[src/rtl/bus_arb_pkg.sv]
// Shared encodings for the two-core bus arbiter: FSM states, grant/request
// levels and owner identifiers.
package bus_arb_pkg;

  typedef enum logic [1:0] {
    ST_IDLE = 2'd0,
    ST_OWN1 = 2'd1,
    ST_OWN2 = 2'd2,
    ST_TURN = 2'd3
  } bus_state_e;

  typedef enum logic {
    OWNER_P1 = 1'b0,
    OWNER_P2 = 1'b1
  } owner_e;

  localparam logic BUS_GRANTED       = 1'b1;
  localparam logic BUS_NOT_GRANTED   = 1'b0;
  localparam logic BUS_REQUESTED     = 1'b1;
  localparam logic BUS_NOT_REQUESTED = 1'b0;

  function automatic logic is_owned(input bus_state_e s);
    return (s == ST_OWN1) || (s == ST_OWN2);
  endfunction

endpackage

[src/rtl/timeout_counter.sv]
// Hold-time counter for one bus ownership: cleared on entry, counts each owned
// cycle and flags the last permitted cycle.
module timeout_counter #(
  parameter int unsigned TIMEOUT_CYCLES = 64
) (
  input  logic clk_i,
  input  logic rst_ni,
  input  logic clr_i,
  input  logic inc_i,
  output logic tc_o
);

  localparam int unsigned CNT_W = (TIMEOUT_CYCLES > 1) ? $clog2(TIMEOUT_CYCLES) : 1;
  localparam logic [CNT_W-1:0] CNT_LAST = CNT_W'(TIMEOUT_CYCLES - 1);

  logic [CNT_W-1:0] count_q;
  logic [CNT_W-1:0] count_d;

  assign tc_o = (count_q == CNT_LAST);

  // Saturates at the terminal value so it never wraps while the bus is idle.
  always_comb begin
    count_d = count_q;
    if (clr_i) begin
      count_d = '0;
    end else if (inc_i && !tc_o) begin
      count_d = count_q + CNT_W'(1);
    end
  end

  always_ff @(posedge clk_i or negedge rst_ni) begin
    if (!rst_ni) begin
      count_q <= '0;
    end else begin
      count_q <= count_d;
    end
  end

endmodule

[src/rtl/bus_scheduler.sv]
// Two-core bus arbiter: alternating priority on contention, owner-driven release,
// hold timeout and a one-cycle turnaround between grants. All outputs registered.
module bus_scheduler
  import bus_arb_pkg::*;
#(
  parameter int unsigned TIMEOUT_CYCLES = 64
) (
  input  logic clk,
  input  logic reset,
  input  logic enable,
  input  logic request_p1,
  input  logic request_p2,
  input  logic done_p1,
  input  logic done_p2,
  output logic grant1,
  output logic grant2,
  output logic bus_busy,
  output logic timeout_err
);

  bus_state_e state_q, state_d;
  owner_e     last_owner_q, last_owner_d;
  logic       ready_q;
  logic       grant1_q, grant1_d;
  logic       grant2_q, grant2_d;
  logic       busy_q, busy_d;
  logic       timeout_err_q, timeout_err_d;
  logic       cnt_clr, cnt_inc, cnt_tc;

  timeout_counter #(
    .TIMEOUT_CYCLES(TIMEOUT_CYCLES)
  ) u_timeout_counter (
    .clk_i (clk),
    .rst_ni(reset),
    .clr_i (cnt_clr),
    .inc_i (cnt_inc),
    .tc_o  (cnt_tc)
  );

  assign cnt_clr = is_owned(state_d) && !is_owned(state_q);
  assign cnt_inc = is_owned(state_q);

  // ready_q holds off arbitration for the first edge after reset release.
  always_comb begin
    state_d       = state_q;
    last_owner_d  = last_owner_q;
    timeout_err_d = 1'b0;

    case (state_q)
      ST_IDLE: begin
        if (ready_q && enable) begin
          if (request_p1 == BUS_REQUESTED && request_p2 == BUS_REQUESTED) begin
            if (last_owner_q == OWNER_P2) begin
              state_d      = ST_OWN1;
              last_owner_d = OWNER_P1;
            end else begin
              state_d      = ST_OWN2;
              last_owner_d = OWNER_P2;
            end
          end else if (request_p1 == BUS_REQUESTED) begin
            state_d      = ST_OWN1;
            last_owner_d = OWNER_P1;
          end else if (request_p2 == BUS_REQUESTED) begin
            state_d      = ST_OWN2;
            last_owner_d = OWNER_P2;
          end
        end
      end
      ST_OWN1: begin
        if (done_p1 || request_p1 == BUS_NOT_REQUESTED || cnt_tc) begin
          state_d       = ST_TURN;
          timeout_err_d = cnt_tc && !done_p1 && (request_p1 == BUS_REQUESTED);
        end
      end
      ST_OWN2: begin
        if (done_p2 || request_p2 == BUS_NOT_REQUESTED || cnt_tc) begin
          state_d       = ST_TURN;
          timeout_err_d = cnt_tc && !done_p2 && (request_p2 == BUS_REQUESTED);
        end
      end
      ST_TURN: begin
        state_d = ST_IDLE;
      end
      default: begin
        state_d = ST_IDLE;
      end
    endcase

    grant1_d = (state_d == ST_OWN1) ? BUS_GRANTED : BUS_NOT_GRANTED;
    grant2_d = (state_d == ST_OWN2) ? BUS_GRANTED : BUS_NOT_GRANTED;
    busy_d   = (state_d != ST_IDLE);
  end

  always_ff @(posedge clk or negedge reset) begin
    if (!reset) begin
      state_q       <= ST_IDLE;
      last_owner_q  <= OWNER_P2;
      ready_q       <= 1'b0;
      grant1_q      <= BUS_NOT_GRANTED;
      grant2_q      <= BUS_NOT_GRANTED;
      busy_q        <= 1'b0;
      timeout_err_q <= 1'b0;
    end else begin
      state_q       <= state_d;
      last_owner_q  <= last_owner_d;
      ready_q       <= 1'b1;
      grant1_q      <= grant1_d;
      grant2_q      <= grant2_d;
      busy_q        <= busy_d;
      timeout_err_q <= timeout_err_d;
    end
  end

  assign grant1      = grant1_q;
  assign grant2      = grant2_q;
  assign bus_busy    = busy_q;
  assign timeout_err = timeout_err_q;

endmodule

[config.mk]
export PLATFORM = sky130hd
export DESIGN_NAME = bus_scheduler
export DESIGN_NICKNAME = d
export VERILOG_FILES = /design/src/rtl/bus_arb_pkg.sv /design/src/rtl/timeout_counter.sv /design/src/rtl/bus_scheduler.sv
export SDC_FILE = /design/constraint.sdc
export NUM_CORES = 1
export LEC_CHECK = 0
export BUFFER_PORTS_ARGS = -buffer_cell sky130_fd_sc_hd__buf_2
export CAP_MARGIN = 15
export CORE_UTILIZATION = 45
export CTS_BUF_LIST = sky130_fd_sc_hd__clkbuf_8
export CTS_CLUSTER_SIZE = 20
export DETAILED_ROUTE_END_ITERATION = 8
export GPL_ROUTABILITY_DRIVEN = 0
export SLEW_MARGIN = 10
export SYNTH_ARGS = -nofsm -noshare
export SYNTH_HDL_FRONTEND = slang
export SYNTH_HIERARCHICAL = 1
export SYNTH_SLANG_ARGS = --single-unit
[constraint.sdc]
create_clock -name clk -period 3.4 [get_ports clk]
set_input_delay 0.34 -clock clk [delete_from_list [all_inputs] [get_ports clk]]
set_output_delay 0.34 -clock clk [all_outputs]
set_load 0.02 [all_outputs]
Word-level counts from Yosys, hierarchy flattened
Cells that the tools add are included.
Widths: inputs -> output; s select.
{"block": "totals", "register_bits": 14, "inputBits": 7, "out_inout_bits": 4}
{"block": "op_classes", "add_sub_neg": 1, "eq_ne": 6, "mux": 19, "bitwise_logic": 2, "reduce_logical": 23}
{"op": "$mux 2", "n": 7}
{"op": "$mux 6", "n": 2}
{"op": "$logic_and 1x1->1", "n": 8}
{"op": "$mux 1", "n": 8}
{"op": "$pmux 2 s4", "n": 1}
{"op": "$add 6x1->6 const B", "n": 1}
{"op": "$eq 2x2->1 const B", "n": 3}
{"op": "$eq 6x6->1 const B", "n": 1}
{"op": "$logic_or 1x1->1", "n": 6}
{"op": "$eq 2x1->1 const B", "n": 2}
{"op": "$logic_not 1->1", "n": 4}
{"op": "$reduce_bool 2->1", "n": 2}
{"op": "$reduce_and 3->1", "n": 1}
{"op": "$reduce_bool 3->1", "n": 1}
{"op": "$logic_not 2->1", "n": 1}
{"op": "$not 1->1", "n": 2}
{"op": "$pmux 1 s2", "n": 1}

Longest topological paths before layout
{"block": "logic_depth", "ltp_word": 9, "mapped_depth": 11}

Cells and area by module
Netlist, hierarchy kept.
{"mod": "bus_scheduler", "instances": 1, "cells_per_inst": 45, "area_each_um2": 473.0, "seq_area_each_um2": 201.4}
{"mod": "timeout_counter", "instances": 1, "cells_per_inst": 39, "area_each_um2": 380.4, "seq_area_each_um2": 150.1}

Worst setup path before layout
Ideal clock, no wire load.
{"block": "synth_timing", "path_kind": "register -> register", "start": "register u_timeout_counter.count_q[5]", "end": "register u_timeout_counter.count_q[1]", "setup_ps": 135, "arrival_time_ps": 2320, "setup_slack_ps": 945, "path_stages_with_launch": 12, "cell_sequence": "dfrtp_1 -> and3_1 -> buf_6 -> nor2b_4 -> or3b_1 -> a21oi_2 -> o22a_1 -> ha_1 -> nor2b_1 -> inv_1 -> a41oi_1 -> o211ai_1"}
{"block": "synth_between", "elab_chain_cells": 8, "elab_cells_between_ends": 14, "classes_between": "eq/ne (3); mux (4); reduce/logical (7)"}
{"item": "from (decl)", "line": "timeout_counter.sv:16", "rtl": "logic [CNT_W-1:0] count_q;"}
{"item": "from (signal assigned)", "line": "timeout_counter.sv:35", "rtl": "count_q <= count_d;"}
{"item": "$eq 6x6->1 (*)", "line": "timeout_counter.sv:19", "rtl": "assign tc_o = (count_q == CNT_LAST);"}
{"item": "via cnt_tc", "line": "bus_scheduler.sv:28", "rtl": "logic cnt_clr, cnt_inc, cnt_tc;"}
{"item": "$logic_or 1x1->1, on equally long branches", "line": "bus_scheduler.sv:76, bus_scheduler.sv:70"}
{"item": "$mux 2, on equally long branches", "line": "bus_scheduler.sv:76, bus_scheduler.sv:70"}
{"item": "$pmux 2 s4 (*)", "line": "bus_scheduler.sv:49", "rtl": "case (state_q)"}
{"item": "$eq 2x1->1 / $eq 2x2->1 (equally long branches)", "line": "bus_arb_pkg.sv:23", "rtl": "return (s == ST_OWN1) || (s == ST_OWN2);"}
{"item": "$logic_or 1x1->1 (*)", "line": "bus_arb_pkg.sv:23"}
{"item": "$logic_and 1x1->1 (*)", "line": "bus_scheduler.sv:40", "rtl": "assign cnt_clr = is_owned(state_d) && !is_owned(state_q);"}
{"item": "via cnt_clr", "line": "bus_scheduler.sv:28"}
{"item": "$mux 6 / $reduce_bool 2->1 (equally long branches)"}
The timed path passes the listed nets; every way through them passes the cells marked *.
A chain may end at the register's enable or synchronous reset.

Worst setup path after layout
{"block": "layout_timing", "start": "register u_timeout_counter.count_q[0]", "end": "register u_timeout_counter.count_q[1]"}
The elaborated chain is that of the path after synthesis.

==> results.sh <==
export IMPL_drtIter0Drc=21
export IMPL_syn_num_nets=100
export IMPL_worstMarginPinSlew_ns=0.5511
export IMPL_clockPowerShare=0.171
export IMPL_avgViaCountPerCell=5.566
export IMPL_synth_edf_count=0
export IMPL_switching_share=0.4372
export IMPL_fillCellCount=161
export IMPL_p_int_uw=526.4
export IMPL_grt_max_degree=15
export IMPL_cts_sinks=14
export IMPL_final_setup_tns_ns=0
export IMPL_worstSetupEndpointType="flop"
export IMPL_crit_type="flop to flop"
export IMPL_clock_skew_ns=0.001756
export IMPL_die_area_mm2=0.002074
export IMPL_crit_path_start_kind="flop"
export IMPL_cp_max_fo=7
export IMPL_avgSynthCellArea_um2=10.16
export IMPL_antenna_found_initial=0
export IMPL_drc=0
export IMPL_dp_cells=117
export IMPL_hpwl_um=1157
export IMPL_arrival_ns=2.93
export IMPL_r2r_slack_ns=0.59
export IMPL_p_seq_frac=0.302
export IMPL_postCtsResizedCells=0
export IMPL_critPathRequiredTime_ns=3.52
export IMPL_cts_buffers=3
export IMPL_worst_slack_ns=0.5919
export IMPL_yosysSeqAreaShare=0.4120
export IMPL_pwr_share_comb=0.527
export IMPL_fp_row_count=15
export IMPL_htreeDepth=1
export IMPL_netlist_top_cell_by_area="dfrtp_1"
export IMPL_fin_crit_sh=0.8259
export IMPL_synth_top_cells_by_count="dfrtp_1, ha_1, inv_1, a21oi_1, nand2_1"
export IMPL_synth_top_area_share=0.3812
export IMPL_finalNetCount=114
export IMPL_final_cells=122
export IMPL_fin_crit_ns=2.808
export IMPL_ys_types=37
export IMPL_cts_tree="built"
export IMPL_rsz0062_at_grt="no"
export IMPL_grt_pass1_wl_um=2684
export IMPL_dieHeight_um=45.55
export IMPL_outcome="finished, final reports clean"
export IMPL_vias=679
export IMPL_routed_wl_um=1618
export IMPL_firstDrtPassIters=4
export IMPL_synthArstFlopShare=1.000
export IMPL_clk_latency_ns=0.24
export IMPL_finalCoreUtilization=0.5620
export IMPL_max_freq_mhz=356.1
export IMPL_yosysWarnings=6
export IMPL_start_util=0.4889
export IMPL_clk_pin_slew_worst_paths_ns=0.06
export IMPL_maxSlewHeadroom=0.6278
export IMPL_syn_area_um2=853.3
export IMPL_grt_overflow_total=0
export IMPL_power_switching_uw=408.8
export IMPL_drv_slew=0
export IMPL_core_mm2=0.001745
export IMPL_peakVddDrop_uv=510.4
export IMPL_num_io_pins=11
export IMPL_hold_class="input pin to flop"
export IMPL_synthMostInstantiatedCell="dfrtp_1"
export IMPL_port_buffers=10
export IMPL_synth_seq_cells=14
export IMPL_antenna_left=0
export IMPL_root_buffer="clkbuf_8"
export IMPL_grt_pass1_vias=578
export IMPL_syn_to_final_growth_pct=14.96
export IMPL_wire_per_inst_um=13.26
export IMPL_power_density_mw_per_mm2=953.4
export IMPL_synth_area_top_cells="dfrtp_1, ha_1, dfstp_2"
export IMPL_leakagePower_uw=0.0004411
export IMPL_finalHoldViolations=0
export IMPL_grt_usage=0.1855
export IMPL_ys_flop_type="dfrtp_1"
export IMPL_pre_cts_ws_ns=0.6480
export IMPL_drive_gt1_frac=0.1959
export IMPL_post_cts_setup_buffers=0
export IMPL_finalSetupViolCount=0
export IMPL_antenna_cells=0
export IMPL_cts_max_path_buffers=2
export IMPL_syn_inst=84
export IMPL_drv_cap=0
export IMPL_finalPower_uw=935.2
export IMPL_die_x_um=45.55
cell usage in the layout (no fill, tap or decap), drive strengths merged, types with 2 or more instances in the layout:
cell,count
dfrtp,13
buf,10
ha,9
inv,7
nand2,6
a21oi,6
clkbuf,4
nand3,3
nor2,3
nor3b,3
a31oi,2
nand3b,2
and3,2
nor3,2
nand4b,2
o211ai,2
nand4,2
nor2b,2
stage by stage:
step	hold WS, ns	instance area [µm²]
floorplan	0.04441	853.3
global placement	0.2467	915.9
detailed placement	0.2496	915.9
CTS	0.3830	980.9
global route	0.3990	980.9
finish	0.3764	980.9
per-layer routing:
layer  vias to the layer above  routed length [µm]  GRT usage
li1                        335                   -          -
met1                       319                 800     0.2875
met2                        21                 709     0.2400
met3                         4                  82    0.03571
met4                         0                  25    0.09091
met5                         -                   0          0
power by group through the flow:
| stage | Clock [µW] | Combinational [µW] | Sequential [µW] |
|---|---|---|---|
| after floorplan | 0 | 375 | 289 |
| after global placement | 0 | 482 | 282 |
| after detailed placement | 0 | 485 | 282 |
| after CTS | 164 | 494 | 281 |
| after global routing | 175 | 556 | 288 |
| final | 160 | 493 | 282 |
cells by family after synthesis:
group,share of synthesized area
AO/OA/AOI/OAI,0.1789
adder cells (fa/ha/maj),0.1320
buffers and inverters,0.05279
flip-flops,0.4120
other,0.004395
AND/OR/NAND/NOR,0.2199
critical path, stage by stage, from the launching register on:
cell	delay (ns)
dfrtp_1	0.42
ha_1	0.28
nand2_4	0.12
nor2b_4	0.06
or3b_1	0.40
a21oi_2	0.17
o22a_1	0.18
ha_1	0.13
nor2b_1	0.43
inv_1	0.20
a41oi_1	0.19
o211ai_1	0.10
repair_timing:
item	in CTS	in global routing
hold endpoints to repair	13	0
setup endpoints to repair	0	0
hold buffers	1	0
registers in the layout, indices dropped and copies added (netlist names):
signal / flops
bus_busy: 1
grant1: 1
grant2: 1
last_owner_q: 1
ready_q: 1
state_q: 2
timeout_err: 1
u_timeout_counter/count_q: 6
final timing paths:
| check | start | end | cells past startpoint |
|---|---|---|---|
| max in group asynchronous | reset | last_owner_q | 2 |
| setup reg to reg | u_timeout_counter/count_q[0] | u_timeout_counter/count_q[1] | 11 |
| hold reg to reg | last_owner_q | last_owner_q | 2 |
| setup / recovery | u_timeout_counter/count_q[0] | u_timeout_counter/count_q[1] | 11 |
| hold / removal | done_p2 | timeout_err | 3 |
| min in group asynchronous | reset | u_timeout_counter/count_q[1] | 2 |
area by class of cell:
type	instances	area [µm²]	share of cell area
tap	25	31.28	0.03189
inverter	7	26.28	0.02679
timing repair buffer	11	60.06	0.06122
multi-input combinational	61	456.7	0.4656
sequential	14	351.6	0.3584
clock buffer	4	55.05	0.05612
(Power assumes the default switching activity.)
